--- config.mk ---
export PLATFORM = sky130hd
export DESIGN_NAME = mcu_cmd_ctrl
export DESIGN_NICKNAME = d
export VERILOG_FILES = /design/src/rtl/mcu_cmd_pkg.sv /design/src/rtl/mcu_cmd_fifo.sv /design/src/rtl/mcu_cmd_ctrl.sv
export SDC_FILE = /design/constraint.sdc
export NUM_CORES = 1
export LEC_CHECK = 0
export ABC_CLOCK_PERIOD_IN_PS = 3600
export CORE_MARGIN = 2
export CORE_UTILIZATION = 54
export CTS_BUF_LIST = sky130_fd_sc_hd__clkbuf_2 sky130_fd_sc_hd__clkbuf_4 sky130_fd_sc_hd__clkbuf_8
export DETAILED_ROUTE_END_ITERATION = 7
export GPL_ROUTABILITY_DRIVEN = 0
export GPL_TIMING_DRIVEN = 0
export PLACE_DENSITY = 0.78
export SYNTH_ARGS = -nofsm -noshare
export SYNTH_HDL_FRONTEND = slang
export SYNTH_SLANG_ARGS = --single-unit
--- constraint.sdc ---
create_clock -name clk -period 3.6 [get_ports clk]
set_input_delay 0.54 -clock clk [delete_from_list [all_inputs] [get_ports clk]]
set_output_delay 0.54 -clock clk [all_outputs]
set_load 0.05 [all_outputs]
--- src/rtl/mcu_cmd_pkg.sv ---
// Shared definitions for the MCU SPI command sequencer: opcodes, FSM
// state encoding and the layout of the STATUS reply byte.
package mcu_cmd_pkg;

    // Command opcodes carried in the first byte of every SS-low frame.
    localparam logic [7:0] OP_NOP  = 8'h00;
    localparam logic [7:0] OP_KBD  = 8'h01;
    localparam logic [7:0] OP_STAT = 8'h02;
    localparam logic [7:0] OP_CFGW = 8'h03;
    localparam logic [7:0] OP_CFGR = 8'h04;

    // Frame parser states; the FSM only moves on a received byte or frame end.
    typedef enum logic [2:0] {
        S_IDLE,
        S_KBD_LEN,
        S_KBD_DATA,
        S_CFGW_ADDR,
        S_CFGW_DATA,
        S_CFGR_ADDR,
        S_STAT,
        S_DISCARD
    } state_t;

    // STATUS byte layout: {overflow, badcmd, 2'b00, level[3:0]}.
    localparam int          STAT_OVF_BIT = 7;
    localparam int          STAT_BAD_BIT = 6;
    localparam int          STAT_LVL_LSB = 0;
    localparam int          STAT_LVL_W   = 4;
    localparam int unsigned LEVEL_SAT    = 15;

    // Assemble the STATUS reply; the FIFO level saturates so deep FIFOs still fit in 4 bits.
    function automatic logic [7:0] status_byte(input logic ovf, input logic bad,
                                               input int unsigned level);
        logic [7:0] s;
        s = 8'h00;
        s[STAT_OVF_BIT] = ovf;
        s[STAT_BAD_BIT] = bad;
        s[STAT_LVL_LSB +: STAT_LVL_W] = (level > LEVEL_SAT) ? 4'(LEVEL_SAT) : 4'(level);
        return s;
    endfunction

endpackage

--- src/rtl/mcu_cmd_fifo.sv ---
// Synchronous first-word-fall-through FIFO for the keyboard report stream.
// The head entry is visible on pop_data whenever the FIFO is not empty.
module mcu_cmd_fifo #(
    parameter int WIDTH = 9,
    parameter int DEPTH = 8
) (
    input  logic                   clk,
    input  logic                   reset,
    input  logic                   push,
    input  logic [WIDTH-1:0]       push_data,
    output logic                   full,
    input  logic                   pop,
    output logic [WIDTH-1:0]       pop_data,
    output logic                   empty,
    output logic [$clog2(DEPTH):0] level
);
    localparam int AW = $clog2(DEPTH);
    localparam int CW = AW + 1;
    localparam logic [CW-1:0] DEPTH_CNT = CW'(DEPTH);

    logic [WIDTH-1:0] mem [DEPTH];
    logic [AW-1:0]    wr_ptr;
    logic [AW-1:0]    rd_ptr;
    logic [CW-1:0]    count;
    logic             do_push;
    logic             do_pop;

    assign empty = (count == '0);
    assign full  = (count == DEPTH_CNT);
    assign level = count;

    assign do_pop = pop && !empty;
    // A pop in the same cycle frees the slot first, so a full FIFO still takes the push.
    assign do_push = push && (!full || do_pop);

    // Present zero when empty so stale storage never shows on the stream after reset.
    assign pop_data = empty ? '0 : mem[rd_ptr];

    // Storage write port.
    // NOTE: the array is intentionally not reset; the pointers alone define which entries are valid.
    always_ff @(posedge clk) begin
        if (do_push) mem[wr_ptr] <= push_data;
    end

    // Pointer and occupancy tracking.
    // NOTE: sequential state uses non-blocking assignments so every flop samples pre-edge values.
    always_ff @(posedge clk or negedge reset) begin
        if (!reset) begin
            wr_ptr <= '0;
            rd_ptr <= '0;
            count  <= '0;
        end else begin
            if (do_push) wr_ptr <= wr_ptr + AW'(1);
            if (do_pop)  rd_ptr <= rd_ptr + AW'(1);
            case ({do_push, do_pop})
                2'b10:   count <= count + CW'(1);
                2'b01:   count <= count - CW'(1);
                default: ;
            endcase
        end
    end

endmodule

--- src/rtl/mcu_cmd_ctrl.sv ---
// MCU SPI command sequencer. Parses each SS-low frame of received bytes into
// keyboard reports, config reads/writes and status queries, and chooses the
// reply byte handed back to the SPI shifter.
module mcu_cmd_ctrl
    import mcu_cmd_pkg::*;
#(
    parameter int         FIFO_DEPTH  = 8,
    parameter int         MAX_PAYLOAD = 6,
    parameter logic [7:0] VERSION     = 8'h01
) (
    input  logic       clk,
    input  logic       reset,
    input  logic       spi_ss,
    input  logic       rx_valid,
    input  logic [7:0] rx_byte,
    output logic [7:0] tx_byte,
    output logic [7:0] kbd_data,
    output logic       kbd_last,
    output logic       kbd_valid,
    input  logic       kbd_ready,
    output logic       cfg_we,
    output logic [3:0] cfg_addr,
    output logic [7:0] cfg_wdata,
    input  logic [7:0] cfg_rdata,
    input  logic [7:0] led_state,
    output logic       err_overflow,
    output logic       err_badcmd,
    output logic [7:0] frame_count
);
    localparam int         LW      = $clog2(FIFO_DEPTH) + 1;
    localparam int         RW      = $clog2(MAX_PAYLOAD + 1);
    localparam logic [7:0] MAX_LEN = 8'(MAX_PAYLOAD);

    state_t        state;
    logic [RW-1:0] remaining;
    logic [1:0]    stat_step;
    logic          rx_seen;
    logic          cfgr_pending;

    logic ss_meta;
    logic ss_sync;
    logic ss_sync_d;
    logic frame_end;

    logic          push_req;
    logic [8:0]    push_entry;
    logic [8:0]    head_entry;
    logic          pop_req;
    logic          fifo_full;
    logic          fifo_empty;
    logic [LW-1:0] fifo_level;
    logic          ovf_event;

    // Bring the raw slave select into the clk domain; idle (high) out of reset
    // so releasing reset never looks like an end of frame.
    always_ff @(posedge clk or negedge reset) begin
        if (!reset) begin
            ss_meta   <= 1'b1;
            ss_sync   <= 1'b1;
            ss_sync_d <= 1'b1;
        end else begin
            ss_meta   <= spi_ss;
            ss_sync   <= ss_meta;
            ss_sync_d <= ss_sync;
        end
    end

    assign frame_end = ss_sync && !ss_sync_d;

    // Keyboard bytes are pushed straight from the receive strobe; a byte that
    // coincides with frame end is dropped along with the rest of the frame.
    assign push_req   = rx_valid && !frame_end && (state == S_KBD_DATA);
    assign push_entry = {(remaining == RW'(1)), rx_byte};
    assign pop_req    = kbd_valid && kbd_ready;
    assign ovf_event  = push_req && fifo_full && !pop_req;

    mcu_cmd_fifo #(
        .WIDTH (9),
        .DEPTH (FIFO_DEPTH)
    ) u_fifo (
        .clk       (clk),
        .reset     (reset),
        .push      (push_req),
        .push_data (push_entry),
        .full      (fifo_full),
        .pop       (pop_req),
        .pop_data  (head_entry),
        .empty     (fifo_empty),
        .level     (fifo_level)
    );

    assign kbd_valid = !fifo_empty;
    assign kbd_last  = head_entry[8];
    assign kbd_data  = head_entry[7:0];

    // Frame parser, reply byte, config strobes, error flags and frame counter.
    always_ff @(posedge clk or negedge reset) begin
        if (!reset) begin
            state        <= S_IDLE;
            remaining    <= '0;
            stat_step    <= '0;
            rx_seen      <= 1'b0;
            cfgr_pending <= 1'b0;
            tx_byte      <= 8'h00;
            cfg_we       <= 1'b0;
            cfg_addr     <= 4'h0;
            cfg_wdata    <= 8'h00;
            err_overflow <= 1'b0;
            err_badcmd   <= 1'b0;
            frame_count  <= 8'h00;
        end else begin
            cfg_we       <= 1'b0;
            cfgr_pending <= 1'b0;

            if (frame_end) begin
                state   <= S_IDLE;
                tx_byte <= 8'h00;
                rx_seen <= 1'b0;
                if (rx_seen) frame_count <= frame_count + 8'd1;
                // Frames that stop before their command is complete are flagged.
                if (state inside {S_KBD_LEN, S_KBD_DATA, S_CFGW_ADDR, S_CFGW_DATA, S_CFGR_ADDR})
                    err_badcmd <= 1'b1;
            end else begin
                // Config read data follows the address by one clk (cfg_rdata is combinational).
                if (cfgr_pending) tx_byte <= cfg_rdata;

                if (rx_valid) begin
                    rx_seen <= 1'b1;
                    case (state)
                        S_IDLE: begin
                            case (rx_byte)
                                OP_NOP:  state <= S_IDLE;
                                OP_KBD:  state <= S_KBD_LEN;
                                OP_CFGW: state <= S_CFGW_ADDR;
                                OP_CFGR: state <= S_CFGR_ADDR;
                                OP_STAT: begin
                                    state        <= S_STAT;
                                    stat_step    <= '0;
                                    tx_byte      <= status_byte(err_overflow, err_badcmd,
                                                                32'(fifo_level));
                                    err_overflow <= 1'b0;
                                    err_badcmd   <= 1'b0;
                                end
                                default: begin
                                    state      <= S_DISCARD;
                                    err_badcmd <= 1'b1;
                                end
                            endcase
                        end
                        S_KBD_LEN: begin
                            if (rx_byte != 8'h00 && rx_byte <= MAX_LEN) begin
                                remaining <= rx_byte[RW-1:0];
                                state     <= S_KBD_DATA;
                            end else begin
                                err_badcmd <= 1'b1;
                                state      <= S_DISCARD;
                            end
                        end
                        S_KBD_DATA: begin
                            remaining <= remaining - RW'(1);
                            if (remaining == RW'(1)) state <= S_DISCARD;
                        end
                        S_CFGW_ADDR: begin
                            cfg_addr <= rx_byte[3:0];
                            state    <= S_CFGW_DATA;
                        end
                        S_CFGW_DATA: begin
                            cfg_wdata <= rx_byte;
                            cfg_we    <= 1'b1;
                            state     <= S_DISCARD;
                        end
                        S_CFGR_ADDR: begin
                            cfg_addr     <= rx_byte[3:0];
                            cfgr_pending <= 1'b1;
                            state        <= S_DISCARD;
                        end
                        S_STAT: begin
                            case (stat_step)
                                2'd0:    tx_byte <= led_state;
                                2'd1:    tx_byte <= VERSION;
                                default: tx_byte <= 8'h00;
                            endcase
                            if (stat_step != 2'd2) stat_step <= stat_step + 2'd1;
                        end
                        S_DISCARD: ;
                    endcase
                end
            end

            // NOTE: placed last so this non-blocking write overrides the STATUS clear in the same cycle.
            if (ovf_event) err_overflow <= 1'b1;
        end
    end

endmodule

## Word level (Yosys, flattened, before mapping)

Memories as Yosys holds them, arrays and structs flattened.
Index checks and enable logic that the tools add are counted.

- Add/subtract/negate cells: 7
- Magnitude comparators: 1
- Eq/ne operators: 24
- Mux-type cells: 40
- Bitwise operators: 1
- Reductions and logical operators: 41

Operator list:

| kind | count |
|---|---|
| $mux W8 | 4 |
| $pmux W8 S2 | 2 |
| $pmux W3 S5 | 2 |
| $mux W1 | 19 |
| $eq A8 B2 Y1 const B | 2 |
| $mux W3 | 5 |
| $reduce_bool A2 Y1 | 7 |
| $reduce_and A5 Y1 | 2 |
| $eq A3 B3 Y1 const B | 3 |
| $logic_and A1 B1 Y1 | 9 |
| $mux W9 | 1 |
| $reduce_and A3 Y1 | 3 |
| $add A8 B1 Y8 const B | 1 |
| $eq A8 B1 Y1 const B | 1 |
| $eq A8 B3 Y1 const B | 1 |
| $le A8 B3 Y1 const B | 1 |
| $logic_not A8 Y1 | 1 |
| $pmux W4 S2 | 1 |
| $reduce_and A4 Y1 | 2 |
| $reduce_bool A8 Y1 | 1 |
| $add A3 B1 Y3 const B | 2 |
| $eq A3 B1 Y1 const B | 2 |
| $eq A3 B2 Y1 const B | 2 |
| $ne A2 B1 Y1 const B | 3 |
| other kinds (26) | 37 |

- Register bits: 54
- Memory bits (writable): 72
- Output and inout port bits: 41
- Memories kept: 1

Memories:

| memory | words | width | rd ports | clocked after Yosys merged registers in | wr ports | RTL line | RTL |
|---|---|---|---|---|---|---|---|
| u_fifo.mem | 8 | 9 | 1 | 0 | 1 | mcu_cmd_fifo.sv:21 | `logic [WIDTH-1:0] mem [DEPTH];` |

## Longest topological paths before layout

Gate-level depths: netlist of run 1.

- Word-level depth: 9
- Mapped depth: 11
- Mapped depth without buffers: 10

## Cells and area by module

Synthesis of run 1 repeated with hierarchy kept, for this count alone.

- Cells, all modules: 416
- Area total of the unflattened synthesis: 5730.5 µm²

By module, submodules not included:

| module | times used | cells an instance | area each (µm²) |
|---|---|---|---|
| mcu_cmd_fifo | 1 | 199 | 3475.8 |
| mcu_cmd_ctrl | 1 | 217 | 2254.7 |

## Least setup slack after synthesis of run 1

OpenSTA, ideal clock, no wires.

- Path type: input to register
- From: input rx_valid
- To: memory u_fifo.mem[0][0], enable pin
- Library setup time: 399 ps
- Data arrival time: 2145 ps
- Slack: 1056 ps
- Stages on the path: 5
- Path buffers: 1
- Path through: buf_2 -> inv_1 -> nor2_8 -> nand3_1 -> nor4_1

- Cells in the longest elaborated chain, start to end: 5

Ends and longest elaborated chain:

| item | RTL line | RTL |
|---|---|---|
| start: declaration | mcu_cmd_ctrl.sv:14 | `input logic rx_valid,` |
| $logic_and A1 B1 Y1 (2 in series) | mcu_cmd_ctrl.sv:72 | `assign push_req = rx_valid && !frame_end && (state == S_KBD_DATA);` |
| $logic_and A1 B1 Y1 | mcu_cmd_fifo.sv:34 | `assign do_push = push && (!full \|\| do_pop);` |
| $mux W1 | mcu_cmd_fifo.sv:42 | `if (do_push) mem[wr_ptr] <= push_data;` |
| $mux W1 (not written as such) | mcu_cmd_fifo.sv:42 |  |
| end: declaration | mcu_cmd_fifo.sv:21 |  |

Every way passes these cells.

## Final worst setup path of run 1

- From: register u_fifo.rd_ptr[0]
- To: output kbd_data[6]

- Cells in the longest elaborated chain, start to end: 2

Ends and longest elaborated chain:

| item | RTL line | RTL |
|---|---|---|
| start: declaration | mcu_cmd_fifo.sv:23 | `logic [AW-1:0] rd_ptr;` |
| start signal: assignment | mcu_cmd_fifo.sv:54 | `if (do_pop) rd_ptr <= rd_ptr + AW'(1);` |
| $mem_v2 Z8 W9 | n/a |  |
| $mux W9 | mcu_cmd_fifo.sv:37 | `assign pop_data = empty ? '0 : mem[rd_ptr];` |
| end: declaration | mcu_cmd_ctrl.sv:17 | `output logic [7:0] kbd_data,` |

Every way passes these cells.

==> metrics.csv, run 1 <==
stage,metric,value,unit
logic_synthesis,yosysUniqueCellTypes,58,
logic_synthesis,synth_top_area_cell,edfxtp_1,
logic_synthesis,synth_edf_count,72,
logic_synthesis,syn_avg_cell_area,14.34,µm²
logic_synthesis,synth-seq-area-share,0.6226,
sta,slew_headroom,0.3718,
sta,drv_slew,0,
finish,area_growth,24.10,%
power,power_density,793.9,nW/µm²
logic_synthesis,synth_top_area_frac,0.3827,
grt,antenna_found_initial,0,
die,rows,37,
clocking,post_cts_buffers,0,
die,dieArea,11300,µm²
run_status,status,completed,
sta,setup_viol,0,
finish,antenna_cells,0,
finish,drive_gt1_frac,0.1932,
grt,grt_start_max_net_pins,30,
clocking,cts-resized-gates,3,
sta,period_minus_slack,3.085,ns
drt,ant_nets,0,
sta,fin_setup_tns,0,ns
sta,fin_crit_sh,0.8571,
grt,grt_pass1_wl,18770,µm
die,die_w,106.3,µm
setup_path,arrival,2.55,ns
sta,rsz0062_at_grt,false,
sta,finalHoldViolCount,0,
setup_path,r2r-start,state[0],
hold_path,hold_path.class,in2async,
clocking,cts_root_buf,clkbuf_8,
grt,grt_pass1_vias,3642,
die,start_util,0.5522,
die,fp.dieH,106.3,µm
logic_synthesis,ys_seq_elements,126,
sta,max_freq,324.1,MHz
power,max-vdd-ir-drop,0.4610,mV
drt,routed_wl,11310,µm
sta,setup_ws,0.5146,ns
drt,num_vias,3597,
die,io_pins,70,
clocking,clock-sinks,126,
setup_path,startpoint,u_fifo.rd_ptr[0],
placed_design,dp_hpwl,7676,µm
drt,drc,0,
finish,final_core_util,0.6852,
logic_synthesis,yosys_warnings,0,
die,coreArea,10230,µm²
drt,wire_per_inst,17.87,µm
clocking,cts_tree,done,
power,p_leak,2.703,nW
clocking,cts_htree_levels,4,
drt,drtIter0Drc,285,
logic_synthesis,async_flop_share,0.4286,
clocking,hold_buffers,0,
logic_synthesis,ys.flop_type,edfxtp_1,
placed_design,portBuffers,68,
logic_synthesis,syn_area,5649,µm²
setup_path,startpoint_type,flop,
setup_path,end_kind,output port,
setup_path,worst_ep_required_time,3.06,ns
sta,finalClockSkew,0.01451,ns
grt,grt_remaining_overflow,0,
drt,viasPerCell,5.682,
setup_path,crit_fanout,10,
logic_synthesis,syn_nets,434,
clocking,clk_pin_slew,0.09,ns
logic_synthesis,synth_area_leaders,"edfxtp_1, dfrtp_1, mux4_2",
logic_synthesis,synth_cells,394,
sta,worstMarginPinSlew,0.9388,ns
finish,fin_nets,524,
placed_design,place_ws,0.2838,ns
drt,drtPass1Iterations,5,
clocking,ctsLongestPathBuffers,2,
clocking,numCtsBuffers,17,
clocking,clk_latency,0.42,ns
flow_run,maxCapViolCount,0,
grt,track_usage,0.2173,
setup_path,path_class,reg2out,
-- cells in the mapped netlist, drive strengths merged, types with 2 or more instances --
| library cell | count |
|---|---|
| a21oi | 17 |
| a22oi | 5 |
| a31oi | 2 |
| and3 | 2 |
| buf | 10 |
| clkbuf | 7 |
| dfrtp | 51 |
| dfstp | 3 |
| edfxtp | 72 |
| ha | 10 |
| inv | 15 |
| mux2 | 14 |
| mux2i | 19 |
| mux4 | 18 |
| nand2 | 23 |
| nand2b | 5 |
| nand3 | 13 |
| nand3b | 2 |
| nor2 | 26 |
| nor2b | 4 |
| nor3 | 9 |
| nor3b | 4 |
| nor4 | 7 |
| o211ai | 3 |
| o21ai | 19 |
| o22ai | 2 |
| or3 | 2 |
| xnor2 | 11 |
| xor2 | 4 |
-- power breakdown --
group | switching, mW | leakage [nW] | internal (mW)
clock | 0.616 | 0.220 | 0.713
sequential | 0.179 | 1.31 | 1.75
combinational | 1.40 | 1.17 | 0.909
total | 2.19 | 2.70 | 3.37
-- cell families after synthesis --
kind of cell,after synthesis,synth area share
xor+xnor,15,0.02325
fa+ha+maj,11,0.02569
compound gates,56,0.06290
simple gates,103,0.1043
flops,126,0.6226
mux,51,0.1340
buf+inv,32,0.02724
-- sequential cells by signal (all words and copies together) (netlist names), 2 cells and up --
signal / flops
u_fifo.mem: 72
cfg_wdata: 8
frame_count: 8
tx_byte: 8
cfg_addr: 4
u_fifo.level: 4
remaining: 3
state: 3
u_fifo.rd_ptr: 3
u_fifo.wr_ptr: 3
stat_step: 2
-- per-stage QoR --
stage / total power [mW] / std cells / instance area [µm²] / hold WS [ns]
floorplan: 3.572 / 394 / 5649 / 0.2444
global placement: 4.202 / 598 / 6500 / 0.3469
detailed placement: 4.275 / 600 / 6534 / 0.3507
CTS: 5.616 / 632 / 6970 / 0.1406
global route: 5.839 / 633 / 7010 / 0.1550
finish: 5.566 / 633 / 7010 / 0.1309
-- worst paths after layout --
path | to | slack, ns | cells after the start
setup / recovery | kbd_data[6] | 0.51 | 6
hold / removal | tx_byte[7] | 0.13 | 1
setup reg to reg | u_fifo.mem[5][2] | 0.91 | 6
hold reg to reg | ss_sync | 0.36 | 0
max in group asynchronous | ss_sync | 2.82 | 2
min in group clk | ss_sync | 0.36 | 0
-- metal layers --
metal  wire, µm  track usage
met5          0            0
met4        148      0.06485
met3        602      0.04905
met2       5632       0.3498
met1       4927       0.2988
-- area by class of cell --
| type | instances | area, µm² |
|---|---|---|
| Buffer | 17 | 100.1 |
| Tap cell | 136 | 170.2 |
| Timing Repair Buffer | 71 | 733.2 |
| Multi-Input combinational cell | 236 | 1999 |
| Inverter | 15 | 58.81 |
| Clock inverter | 15 | 197.7 |
| Clock buffer | 17 | 234.0 |
| Fill cell | 704 | 3221 |
| Sequential cell | 126 | 3517 |
-- cell usage in the layout (no fill, tap or decap), drive strengths merged, types with 10 or more instances in the layout --
cell,count
mux2,14
buf,14
edfxtp,72
nand2,23
nand3,13
o21ai,19
xnor2,11
a21oi,17
inv,24
nor2,26
clkdlybuf4s50,58
mux2i,19
ha,10
dfrtp,51
mux4,18
clkbuf,24
-- critical path: stages, from the launching register on --
cell and delay (ns):
dfrtp_1 0.36, buf_2 0.35, buf_4 0.31, mux4_2 0.54, mux2i_1 0.16, nor2_1 0.06
dlymetal6s2s_1 0.34
No activity file was read; power rests on OpenSTA's default activity.
==> inputs of run 2 (changes only) <==
ABC_CLOCK_PERIOD_IN_PS = default   (was 3600)
==> results of run 2 <==
Same layout as run 1: the final DEF is identical, and so are final timing and power.
==> inputs of run 3 (changes only) <==
SYNTH_HIERARCHICAL = 1   (was default)
==> metrics.csv, run 3 <==
stage,metric,value,unit,change
grt,antenna_found_initial,0,,unchanged
sta,worstMarginPinSlew,0.8876,ns,was 0.9388 ns
grt,track_usage,0.2183,,was 0.2173
logic_synthesis,yosysUniqueCellTypes,60,,was 58
logic_synthesis,synth_top_area_frac,0.3773,,was 0.3827
logic_synthesis,synth_cells,416,,was 394
die,fp.dieH,107.0,µm,was 106.3 µm
grt,grt_start_max_net_pins,34,,was 30
finish,multi_input_area,2072,µm²,was 1999 µm²
setup_path,end_kind,output port,,unchanged
die,start_util,0.5551,,was 0.5522
finish,antenna_cells,0,,unchanged
drt,viasPerCell,5.819,,was 5.682
clocking,clk_pin_slew,0.07,ns,was 0.09 ns
clocking,cts_root_buf,clkbuf_8,,unchanged
clocking,cts_tree,done,,unchanged
logic_synthesis,synth-xor-area-share,0.01987,,was 0.02326
sta,finalHoldViolCount,0,,unchanged
power,p_seq_frac,0.340,,was 0.347
setup_path,crit_fanout,10,,unchanged
sta,slew_headroom,0.4061,,was 0.3718
clocking,hold_buffers,0,,unchanged
flow_run,maxCapViolCount,0,,unchanged
setup_path,worst_ep_required_time,3.06,ns,about the same
die,io_pins,70,,unchanged
grt,grtUsageMet1,0.2773,,was 0.2988
finish,drive_gt1_frac,0.1748,,was 0.1932
clocking,numCtsBuffers,17,,unchanged
die,die_w,107.0,µm,was 106.3 µm
logic_synthesis,syn_area,5730,µm²,was 5649 µm²
logic_synthesis,ys.flop_type,edfxtp_1,,unchanged
clocking,clk_latency,0.42,ns,about the same
logic_synthesis,synth_area_leaders,"edfxtp_1, dfrtp_1, mux4_2",,unchanged
logic_synthesis,synth_top_family_by_area,multiplexers,,unchanged
power,combPwrFrac,0.441,,was 0.414
sta,max_freq,301.1,MHz,was 324.1 MHz
drt,num_vias,3788,,was 3597
finish,register_area,3517,µm²,unchanged
power,p_leak,2.626,nW,was 2.703 nW
finish,nFillCells,716,,was 704
sta,fin_crit_sh,0.9226,,was 0.8571
setup_path,r2r-start,state[2],,was state[0]
setup_path,path_class,reg2out,,unchanged
logic_synthesis,synthSimpleGateAreaFrac,0.1048,,was 0.1043
clocking,clock-sinks,126,,unchanged
power,power_density,833.2,nW/µm²,was 793.9 nW/µm²
logic_synthesis,syn_avg_cell_area,13.78,µm²,was 14.34 µm²
placed_design,portBuffers,69,,was 68
grt,grt_pass1_vias,3821,,was 3642
die,coreArea,10320,µm²,was 10230 µm²
drt,drc,0,,unchanged
grt,busiest_layer,met2,,unchanged
logic_synthesis,synth_common_cells,"edfxtp_1, dfrtp_1, nor2_1",,unchanged
finish,layout_commonest_cell,edfxtp_1,,unchanged
grt,grt_use_met2,0.3703,,was 0.3498
logic_synthesis,synth-seq-area-share,0.6138,,was 0.6226
sta,finalClockSkew,0.009124,ns,was 0.01451 ns
logic_synthesis,synth_compound_area_frac,0.07227,,was 0.06290
sta,period_minus_slack,3.322,ns,was 3.085 ns
finish,final_core_util,0.6806,,was 0.6852
die,dieArea,11450,µm²,was 11300 µm²
placed_design,dp_hpwl,8216,µm,was 7676 µm
logic_synthesis,synth-adder-area-share,0.02533,,was 0.02569
sta,setup_viol,0,,unchanged
setup_path,startpoint_type,flop,,unchanged
finish,fin_nets,544,,was 524
logic_synthesis,synth_edf_count,72,,unchanged
clocking,cts_htree_levels,4,,unchanged
logic_synthesis,syn_nets,456,,was 434
finish,regMostFlops,u_fifo/mem,,was u_fifo.mem
power,p_int,3.541,mW,was 3.374 mW
logic_synthesis,yosys_warnings,6,,was 0
drt,drtPass1Iterations,7,,was 5
finish,final_cell_mix,"edfxtp_1, clkdlybuf4s50_1, dfrtp_1, nor2_1, mux2i_1",,"was edfxtp_1, clkdlybuf4s50_1, dfrtp_1, nor2_1, nand2_1"
sta,drv_slew,0,,unchanged
power,swShare,0.3952,,was 0.3938
clocking,ctsLongestPathBuffers,2,,unchanged
grt,grt_remaining_overflow,0,,unchanged
grt,grtUsageMet3,0.05350,,was 0.04905
grt,grt_pass1_wl,18830,µm,was 18770 µm
drt,routed_wl,11840,µm,was 11310 µm
finish,area_growth,22.62,%,was 24.10%
logic_synthesis,ys_seq_elements,126,,unchanged
logic_synthesis,synth_top_area_cell,edfxtp_1,,unchanged
hold_path,hold_path.class,in2async,,unchanged
power,power.total,5.855,mW,was 5.566 mW
setup_path,arrival,2.78,ns,was 2.55 ns
drt,ant_nets,0,,unchanged
finish,largest_reg_flops,72,,unchanged
setup_path,startpoint,u_fifo/rd_ptr[0],,was u_fifo.rd_ptr[0]
run_status,status,completed,,unchanged
logic_synthesis,synth_mux_area_frac,0.1371,,was 0.1340
drt,wire_per_inst,18.19,µm,was 17.87 µm
drt,drtIter0Drc,241,,was 285
sta,rsz0062_at_grt,false,,unchanged
die,rows,37,,unchanged
power,max-vdd-ir-drop,0.4917,mV,was 0.4610 mV
logic_synthesis,async_flop_share,0.4286,,unchanged
logic_synthesis,synth.most_common_cell,edfxtp_1,,unchanged
power,p_sw,2.314,mW,was 2.192 mW
clocking,post_cts_buffers,0,,unchanged
power,p_clk_frac,0.219,,was 0.239
==> run 3: changes by cell type after synthesis, moves of 4 or more <==
cell,delta
nor4_1,-4
o21ai_1,-5
a22oi_1,-5
o22ai_1,+8
nor2_1,+10
nand4_1,+6
==> run 3: critical path: stages, from the launching register on <==
cell	delay, ns
dfrtp_1	0.36
buf_4	0.23
buf_4	0.28
mux4_2	0.54
mux2i_1	0.18
nor2_1	0.06
clkdlybuf4s50_1	0.70
==> run 3: final timing paths <==
check / end / slack (ns) / cells past startpoint
max: kbd_last / 0.28 / 6
min: err_overflow / 0.1 / 1
max reg2reg: u_fifo/mem[7][6] / 0.31 / 8
min reg2reg: ss_sync / 0.36 / 0
max in group asynchronous: ss_sync_d / 2.89 / 2
min in group clk: ss_sync / 0.36 / 0
==> run 3: through the flow <==
step           setup WS, ns  hold WS [ns]  TNS [ns]  cells  cell area, µm²
6_report             0.2785       0.09574         0    651            7027
4_1_cts             0.05709       0.09579         0    652            7028
5_1_grt             0.04414        0.1126         0    651            7027
3_3_place_gp        -0.1901        0.3495    -3.222    621            6591
3_5_place_dp        -0.2435        0.3490    -2.185    622            6611
2_1_floorplan        0.6865        0.2444         0    416            5731
==> run 3: per-layer routing <==
metal / share of wire / vias up / wire, µm
li1: - / 1737 / -
met1: 0.42 / 1917 / 4928
met2: 0.53 / 123 / 6218
met3: 0.050 / 11 / 589
met4: 0.0088 / 0 / 104
met5: 0 / - / 0
==> run 3: cells by family (layout without fill, tap and decap cells) <==
group | after synthesis | count (layout)
compound gates | 62 | 62
fa+ha+maj | 11 | 11
xor+xnor | 13 | 13
simple gates | 115 | 115
buf+inv | 35 | 134
flops | 126 | 126
mux | 54 | 54
==> run 3: timing repair <==
| action | in CTS | in global routing |
|---|---|---|
| gates resized for setup | 1 | 1 |
| setup endpoints to repair | 9 | 14 |
| pin swaps | 0 | 0 |
==> run 3: layout make-up <==
cell class,count,area share
buffer,19,0.01335
clock buffer,18,0.03437
clock inverter,12,0.02422
inverter,15,0.008013
multi-input combinational,255,0.2949
sequential,126,0.5005
tap,136,0.02422
timing repair buffer,70,0.1004
==> run 3: power groups by stage <==
stage / Combinational [mW] / Clock [mW] / Sequential [mW]
floorplan: 1.44 / 0 / 2.38
global placement: 2.52 / 0 / 1.99
detailed placement: 2.59 / 0 / 2.01
CTS: 2.60 / 1.30 / 1.99
global route: 2.75 / 1.37 / 2.02
finish: 2.58 / 1.28 / 1.99
